<file path="src/rtl/bbox_scanner.sv">
// Streams one byte-serial raster frame and reports the bounding box and count of dark (foreground) pixels.
// Result registered one cycle after the final accepted byte; no backpressure on wr_en, result held until rd_en/start.
module bbox_scanner #(
  parameter int WIDTH     = 160,
  parameter int HEIGHT    = 90,
  parameter int CHANNELS  = 3,
  parameter int THRESH    = 100,
  parameter int BOTTOM_UP = 1,
  parameter int COORD_W   = 8,
  parameter int CNT_W     = $clog2(WIDTH*HEIGHT+1)
) (
  input  logic                 CLOCK_50,
  input  logic                 reset_n,
  input  logic                 start,
  input  logic                 wr_en,
  input  logic [7:0]           wr_data,
  input  logic                 any_mode,
  input  logic                 rd_en,
  output logic                 busy,
  output logic                 result_valid,
  output logic                 found,
  output logic [CNT_W-1:0]     fg_count,
  output logic [4*COORD_W-1:0] out
);

  localparam int CH_W = (CHANNELS > 1) ? $clog2(CHANNELS) : 1;
  localparam logic [CH_W-1:0]    CH_LAST = CH_W'(CHANNELS - 1);
  localparam logic [COORD_W-1:0] X_LAST  = COORD_W'(WIDTH - 1);
  localparam logic [COORD_W-1:0] Y_MAXV  = COORD_W'(HEIGHT - 1);
  localparam logic [COORD_W-1:0] Y_FIRST = (BOTTOM_UP != 0) ? Y_MAXV : COORD_W'(0);
  localparam logic [COORD_W-1:0] Y_LAST  = (BOTTOM_UP != 0) ? COORD_W'(0) : Y_MAXV;
  localparam logic [CNT_W-1:0]   CNT_MAX = CNT_W'(WIDTH * HEIGHT);
  localparam logic [7:0]         THR     = 8'(THRESH);

  typedef enum logic [1:0] {IDLE, SCAN, DONE} state_t;

  state_t               state_q, state_d;
  logic [CH_W-1:0]      ch_q, ch_d;
  logic [COORD_W-1:0]   x_q, x_d, y_q, y_d;
  logic                 dark_q, dark_d;
  logic [COORD_W-1:0]   xmin_q, xmin_d, xmax_q, xmax_d;
  logic [COORD_W-1:0]   ymin_q, ymin_d, ymax_q, ymax_d;
  logic [CNT_W-1:0]     cnt_q, cnt_d;
  logic                 rv_q, rv_d, found_q, found_d;
  logic [CNT_W-1:0]     fgc_q, fgc_d;
  logic [4*COORD_W-1:0] out_q, out_d;

  logic                 byte_dark, dark_acc, pix_last, row_last, frame_last, fg;
  logic [COORD_W-1:0]   nxmin, nxmax, nymin, nymax;
  logic [CNT_W-1:0]     ncnt;

  // Per-pixel dark flag restarts on channel 0 and folds in the current byte on every channel.
  assign byte_dark  = wr_data < THR;
  assign dark_acc   = (ch_q == '0) ? byte_dark :
                      (any_mode ? (dark_q | byte_dark) : (dark_q & byte_dark));
  assign pix_last   = (ch_q == CH_LAST);
  assign row_last   = (x_q == X_LAST);
  assign frame_last = pix_last && row_last && (y_q == Y_LAST);
  assign fg         = pix_last && dark_acc;

  assign nxmin = (fg && (x_q < xmin_q)) ? x_q : xmin_q;
  assign nxmax = (fg && (x_q > xmax_q)) ? x_q : xmax_q;
  assign nymin = (fg && (y_q < ymin_q)) ? y_q : ymin_q;
  assign nymax = (fg && (y_q > ymax_q)) ? y_q : ymax_q;
  assign ncnt  = (fg && (cnt_q != CNT_MAX)) ? cnt_q + CNT_W'(1) : cnt_q;

  always_comb begin
    state_d = state_q;
    ch_d    = ch_q;
    x_d     = x_q;
    y_d     = y_q;
    dark_d  = dark_q;
    xmin_d  = xmin_q;
    xmax_d  = xmax_q;
    ymin_d  = ymin_q;
    ymax_d  = ymax_q;
    cnt_d   = cnt_q;
    rv_d    = rv_q;
    found_d = found_q;
    fgc_d   = fgc_q;
    out_d   = out_q;
    if (start) begin
      state_d = SCAN;
      ch_d    = '0;
      x_d     = '0;
      y_d     = Y_FIRST;
      dark_d  = 1'b0;
      xmin_d  = X_LAST;
      xmax_d  = '0;
      ymin_d  = Y_MAXV;
      ymax_d  = '0;
      cnt_d   = '0;
      rv_d    = 1'b0;
    end else begin
      case (state_q)
        SCAN: begin
          if (wr_en) begin
            dark_d = dark_acc;
            xmin_d = nxmin;
            xmax_d = nxmax;
            ymin_d = nymin;
            ymax_d = nymax;
            cnt_d  = ncnt;
            if (!pix_last) begin
              ch_d = ch_q + CH_W'(1);
            end else begin
              ch_d = '0;
              if (!row_last) begin
                x_d = x_q + COORD_W'(1);
              end else begin
                x_d = '0;
                y_d = (BOTTOM_UP != 0) ? y_q - COORD_W'(1) : y_q + COORD_W'(1);
              end
            end
            if (frame_last) begin
              state_d = DONE;
              y_d     = Y_FIRST;
              rv_d    = 1'b1;
              found_d = (ncnt != '0);
              fgc_d   = ncnt;
              out_d   = (ncnt != '0) ? {nxmin, nxmax, nymin, nymax} : '0;
            end
          end
        end
        DONE: begin
          if (rd_en) begin
            state_d = IDLE;
            rv_d    = 1'b0;
          end
        end
        default: ;
      endcase
    end
  end

  always_ff @(posedge CLOCK_50 or negedge reset_n) begin
    if (!reset_n) begin
      state_q <= IDLE;
      ch_q    <= '0;
      x_q     <= '0;
      y_q     <= Y_FIRST;
      dark_q  <= 1'b0;
      xmin_q  <= X_LAST;
      xmax_q  <= '0;
      ymin_q  <= Y_MAXV;
      ymax_q  <= '0;
      cnt_q   <= '0;
      rv_q    <= 1'b0;
      found_q <= 1'b0;
      fgc_q   <= '0;
      out_q   <= '0;
    end else begin
      state_q <= state_d;
      ch_q    <= ch_d;
      x_q     <= x_d;
      y_q     <= y_d;
      dark_q  <= dark_d;
      xmin_q  <= xmin_d;
      xmax_q  <= xmax_d;
      ymin_q  <= ymin_d;
      ymax_q  <= ymax_d;
      cnt_q   <= cnt_d;
      rv_q    <= rv_d;
      found_q <= found_d;
      fgc_q   <= fgc_d;
      out_q   <= out_d;
    end
  end

  assign busy         = (state_q == SCAN);
  assign result_valid = rv_q;
  assign found        = found_q;
  assign fg_count     = fgc_q;
  assign out          = out_q;

endmodule

</file>
<file path="config.mk">
export PLATFORM = sky130hd
export DESIGN_NAME = bbox_scanner
export DESIGN_NICKNAME = d
export VERILOG_FILES = /design/src/rtl/bbox_scanner.sv
export SDC_FILE = /design/constraint.sdc
export NUM_CORES = 1
export LEC_CHECK = 0
export ABC_AREA = 1
export CAP_MARGIN = 20
export CORE_MARGIN = 4
export CORE_UTILIZATION = 40
export DETAILED_ROUTE_END_ITERATION = 7
export PLACE_DENSITY = 0.62
export SLEW_MARGIN = 20
export SYNTH_ARGS = -nofsm -noshare
export SYNTH_HDL_FRONTEND = slang
export SYNTH_SLANG_ARGS = --single-unit
export TNS_END_PERCENT = 50
</file>
<file path="constraint.sdc">
create_clock -name CLOCK_50 -period 2.9 [get_ports CLOCK_50]
set_input_delay 0.58 -clock CLOCK_50 [delete_from_list [all_inputs] [get_ports CLOCK_50]]
set_output_delay 0.58 -clock CLOCK_50 [all_outputs]
set_load 0.01 [all_outputs]
</file>
==> report_table.html <==
<table>
<tr><th>Metric</th><th>Value</th></tr>
<tr><th colspan="2">Critical path</th></tr>
<tr><td>Critical path data arrival time</td><td>2.76 ns</td></tr>
<tr><td>Required arrival time at the worst endpoint</td><td>3.20 ns</td></tr>
<tr><td>Critical register-to-register path endpoint</td><td>out[31]</td></tr>
<tr><td>Worst R2R Setup Slack</td><td>0.44 ns</td></tr>
<tr><td>Startpoint of the worst-slack reg-to-reg timing path</td><td>cnt_q[0]</td></tr>
<tr><td>Critical path endpoint category</td><td>flop</td></tr>
<tr><td>Worst Setup Path Type</td><td>flop to flop</td></tr>
<tr><td>Number of cells on the worst reg-to-reg path</td><td>17</td></tr>
<tr><td>Slowest stage cell, crit path</td><td>sky130_fd_sc_hd__dfrtp_1</td></tr>
<tr><td>Startpoint type of the worst setup path</td><td>flop</td></tr>
<tr><td>Cells along the critical path</td><td>inv_1 -&gt; ha_1 -&gt; inv_1 -&gt; nor2_1 -&gt; nand2_1 -&gt; nor2_1 -&gt; nand2_1 -&gt; nand4_1 -&gt; buf_4 -&gt; nor2_1 -&gt; a21oi_2 -&gt; nand2_1 -&gt; nor2_1 -&gt; nand2_2 -&gt; buf_12 -&gt; nand3_1 -&gt; nand2_1</td></tr>
<tr><td>Worst Path Buf+Inv</td><td>4</td></tr>
<tr><td>Worst setup path startpoint</td><td>cnt_q[0]</td></tr>
<tr><td>Stage delay of the slowest cell on the critical path</td><td>0.41 ns</td></tr>
<tr><td>Maximum fanout encountered on the critical timing path</td><td>13</td></tr>
<tr><td>Cell class contributing the biggest share of worst-path delay</td><td>simple AND/OR/NAND/NOR gates</td></tr>
<tr><th colspan="2">Floorplan</th></tr>
<tr><td>I/O pin cnt</td><td>63</td></tr>
<tr><td>Die Area</td><td>17,700 um^2</td></tr>
<tr><td>Starting density of the core</td><td>40.9%</td></tr>
<tr><td>Core area</td><td>15,300 um^2</td></tr>
<tr><td>Count of standard-cell rows</td><td>45</td></tr>
<tr><td>Die Y-Extent</td><td>133 um</td></tr>
<tr><td>Chip Width</td><td>133 um</td></tr>
<tr><th colspan="2">Clock network</th></tr>
<tr><td>Clock latency on the worst-skew pair</td><td>0.42 ns</td></tr>
<tr><td>Max H-tree Level</td><td>4</td></tr>
<tr><td># resized after CTS</td><td>0</td></tr>
<tr><td>CTS Buf Count</td><td>17</td></tr>
<tr><td>Clock sink count</td><td>114</td></tr>
<tr><td>Worst-path clk slew</td><td>0.06 ns</td></tr>
<tr><td>TritonCTS clock tree</td><td>yes</td></tr>
<tr><td>Number of buffers inserted to repair setup after CTS</td><td>0</td></tr>
<tr><td>Hold-fix buffers, CTS</td><td>0</td></tr>
<tr><td>Maximum number of buffers from clock root to sink</td><td>2</td></tr>
<tr><td>Root Buffer</td><td>sky130_fd_sc_hd__clkbuf_16</td></tr>
<tr><th colspan="2">Place</th></tr>
<tr><td>Post-placement cell count</td><td>1,072</td></tr>
<tr><td>Port buffer count</td><td>60</td></tr>
<tr><td>Placed cell areas</td><td>7190 um^2</td></tr>
<tr><td>Detailed placer's ending HPWL</td><td>10.7 mm</td></tr>
<tr><td>Weighted congestion reported at the end of routability-driven placement</td><td>0.858</td></tr>
<tr><th colspan="2">Min path</th></tr>
<tr><td>HP Class</td><td>input port to async pin</td></tr>
<tr><th colspan="2">Timing</th></tr>
<tr><td>Part of the cycle the worst path needs</td><td>84.7%</td></tr>
<tr><td>Clock period minus final worst setup slack</td><td>2.46 ns</td></tr>
<tr><td>Max Fclk</td><td>0.407 GHz</td></tr>
<tr><td>Final number of setup-violating endpoints</td><td>0</td></tr>
<tr><td>Hold Fails Final Rpt</td><td>0</td></tr>
<tr><td>Setup_tns</td><td>0 ns</td></tr>
<tr><td>Number of max-slew violations in the final report</td><td>0</td></tr>
<tr><td>Unrepaired setup endpoints after global routing</td><td>no</td></tr>
<tr><td>Worst Max-Slew Pin Slew</td><td>0.525 ns</td></tr>
<tr><td>Worst hold slack</td><td>0.143 ns</td></tr>
<tr><td>Normalized max-slew margin</td><td>65.0%</td></tr>
<tr><td>Final Skew</td><td>0.0135 ns</td></tr>
<tr><th colspan="2">Detailed routing</th></tr>
<tr><td>Count of antenna-violating nets left after detailed routing</td><td>0</td></tr>
<tr><td>Total wirelength of the detailed-routed design</td><td>14.9 mm</td></tr>
<tr><td>Routed length per instance</td><td>13.5 um</td></tr>
<tr><td>Average vias per placed instance</td><td>4.82</td></tr>
<tr><td>Overall via count from detail_route</td><td>5,322</td></tr>
<tr><td>Post-detailed-route DRC marker count</td><td>0</td></tr>
<tr><td>Count of routing violations after the opening detailed-route iteration</td><td>276</td></tr>
<tr><td>Length of the first detailed-routing pass in iterations</td><td>7</td></tr>
<tr><th colspan="2">Pwr</th></tr>
<tr><td>Fraction of power consumed by sequential logic</td><td>41.8%</td></tr>
<tr><td>Pleak</td><td>3.68 nW</td></tr>
<tr><td>Internal power of the cells</td><td>3.06 mW</td></tr>
<tr><td>Switching power share of the total</td><td>25.4%</td></tr>
<tr><td>Switching power of the nets</td><td>1.04 mW</td></tr>
<tr><td>Power density normalized to cell area</td><td>529 nW/um^2</td></tr>
<tr><td>Clock network fraction of design power</td><td>48.9%</td></tr>
<tr><td>Worst vdd ir</td><td>0.377 mV</td></tr>
<tr><td>Share of power burned in combinational logic</td><td>9.3%</td></tr>
<tr><td>Total power draw</td><td>4.10 mW</td></tr>
<tr><th colspan="2">Global routing</th></tr>
<tr><td>Global-route wire length before repair</td><td>26.0 mm</td></tr>
<tr><td>Met3 global-route usage</td><td>4.71%</td></tr>
<tr><td>Pin count of the biggest net entering global routing</td><td>40</td></tr>
<tr><td>Total routing resource utilization after global routing</td><td>18.1%</td></tr>
<tr><td>Busiest metal layer after global routing</td><td>met2</td></tr>
<tr><td>Met1 demand-to-capacity share in global routing</td><td>25.4%</td></tr>
<tr><td>Initial antenna violation count</td><td>0</td></tr>
<tr><td>Number of global-route vias before repair</td><td>5,175</td></tr>
<tr><td>Total gr overflow</td><td>0</td></tr>
<tr><td>Grt met2 use</td><td>27.6%</td></tr>
<tr><th colspan="2">Cells and area</th></tr>
<tr><td>Diode count</td><td>0</td></tr>
<tr><td>Total Nets Final</td><td>928</td></tr>
<tr><td>Summed area of non-filler cells in the final layout</td><td>7750 um^2</td></tr>
<tr><td>Number of filler instances in the final layout</td><td>1,503</td></tr>
<tr><td>Fraction of final layout cells sized beyond drive strength 1</td><td>10.1%</td></tr>
<tr><td>Final cell count without fillers</td><td>1,104</td></tr>
<tr><td>Area added between synthesis and finish</td><td>24.2%</td></tr>
<tr><td>Most common cell after layout, fill and taps aside</td><td>sky130_fd_sc_hd__nand2_1</td></tr>
<tr><td>Most frequent cells in the layout</td><td>sky130_fd_sc_hd__nand2_1 (233), sky130_fd_sc_hd__dfrtp_1 (100), sky130_fd_sc_hd__inv_1 (96)</td></tr>
<tr><th colspan="2">Yosys</th></tr>
<tr><td>Netlist Area Pre-Place</td><td>6240 um^2</td></tr>
<tr><td>Average footprint of a synthesized cell</td><td>7.77 um^2</td></tr>
<tr><td>Yosys reg bits</td><td>114</td></tr>
<tr><td>Post-Synthesis Net Count</td><td>852</td></tr>
<tr><td>Synth Instances</td><td>804</td></tr>
<tr><td>Unique cell type count in the Yosys netlist</td><td>30</td></tr>
<tr><td>Post-synthesis sequential area ratio</td><td>46.0%</td></tr>
<tr><td>Synth top area share</td><td>40.1%</td></tr>
<tr><td>Top area cells in the synthesized netlist</td><td>sky130_fd_sc_hd__dfrtp_1 (40%), sky130_fd_sc_hd__nand2_1 (14%), sky130_fd_sc_hd__ha_1 (6.8%)</td></tr>
<tr><td>Warnings from Yosys</td><td>0</td></tr>
<tr><td>Largest area contributor in the netlist</td><td>sky130_fd_sc_hd__dfrtp_1</td></tr>
<tr><th colspan="2">Status</th></tr>
<tr><td>Result of the run</td><td>finished, final reports clean</td></tr>
<tr><th colspan="2">Job</th></tr>
<tr><td>Max-cap viol count</td><td>0</td></tr>
</table>
## worst max path at each step
| stage | endpoint | cells after the start |
|---|---|---|
| CTS | out[31] | 17 |
| global route | out[31] | 19 |
| floorplan | out[13] | 17 |
| finish | out[31] | 17 |
| detailed placement | out[31] | 18 |
| global placement | out[31] | 16 |
## state kept, by name (all words and copies together), names as in the netlist
register  count
out          32
cnt_q        14
fg_count     14
x_q           8
xmax_q        8
xmin_q        8
y_q           8
ymax_q        8
ymin_q        8
ch_q          2
state_q       2
dark_q        1
found         1
## cell type report
| class | count | area, um^2 | share of cell area (%) |
|---|---|---|---|
| Inverter | 107 | 402 | 5.18 |
| Clock buffer | 21 | 450 | 5.81 |
| Sequential cell | 114 | 2870 | 37.0 |
| Timing Repair Buffer | 85 | 823 | 10.6 |
| Tap cell | 211 | 264 | 3.40 |
| Clock inverter | 11 | 113 | 1.45 |
| Multi-Input combinational cell | 555 | 2830 | 36.5 |
## cells in the mapped netlist (all sizes together)
cell type,instances
nand2,234
inv,104
dfrtp,100
o21ai,90
nand3,52
nor2,50
ha,34
a21oi,30
o22ai,26
clkbuf,19
dfstp,14
nor3,12
xor2,11
nand4,10
buf,9
clkinv,3
o2111ai,2
a211oi,1
a21boi,1
nor4,1
o22a,1
## power by group through the flow
| stage | logic (mW) | registers, mW | clock network (mW) |
|---|---|---|---|
| detailed placement | 0.382 | 1.74 | 0 |
| floorplan | 0.251 | 1.72 | 0 |
| global route | 0.456 | 1.72 | 2.13 |
| finish | 0.380 | 1.72 | 2.00 |
| global placement | 0.375 | 1.74 | 0 |
| CTS | 0.385 | 1.71 | 2.04 |
## stage by stage
stage	utilization, %	setup WS (ns)
final	50.8	0.443
after global routing	50.8	0.162
after CTS	50.8	0.449
after detailed placement	47.1	0.0550
after global placement	47.1	0.0705
after floorplan	-	0.787
## layer usage
metal,up-vias,routed length [um]
met1,2452,7520
met4,0,97
met2,85,6630
met5,-,0
met3,7,651
li1,2778,-
## cells by family (layout without fill, tap and decap cells)
| kind of cell | after synthesis | after routing | share of synthesized area, % |
|---|---|---|---|
| and+or+nand+nor | 359 | 359 | 24.0 |
| AOI/OAI and AO/OA | 151 | 151 | 13.0 |
| buffers and inverters | 135 | 224 | 8.70 |
| DFF | 114 | 114 | 46.0 |
| adders and majority gates | 34 | 34 | 6.81 |
| xor gates and xnor gates | 11 | 11 | 1.54 |
(Power assumes the default switching activity.)
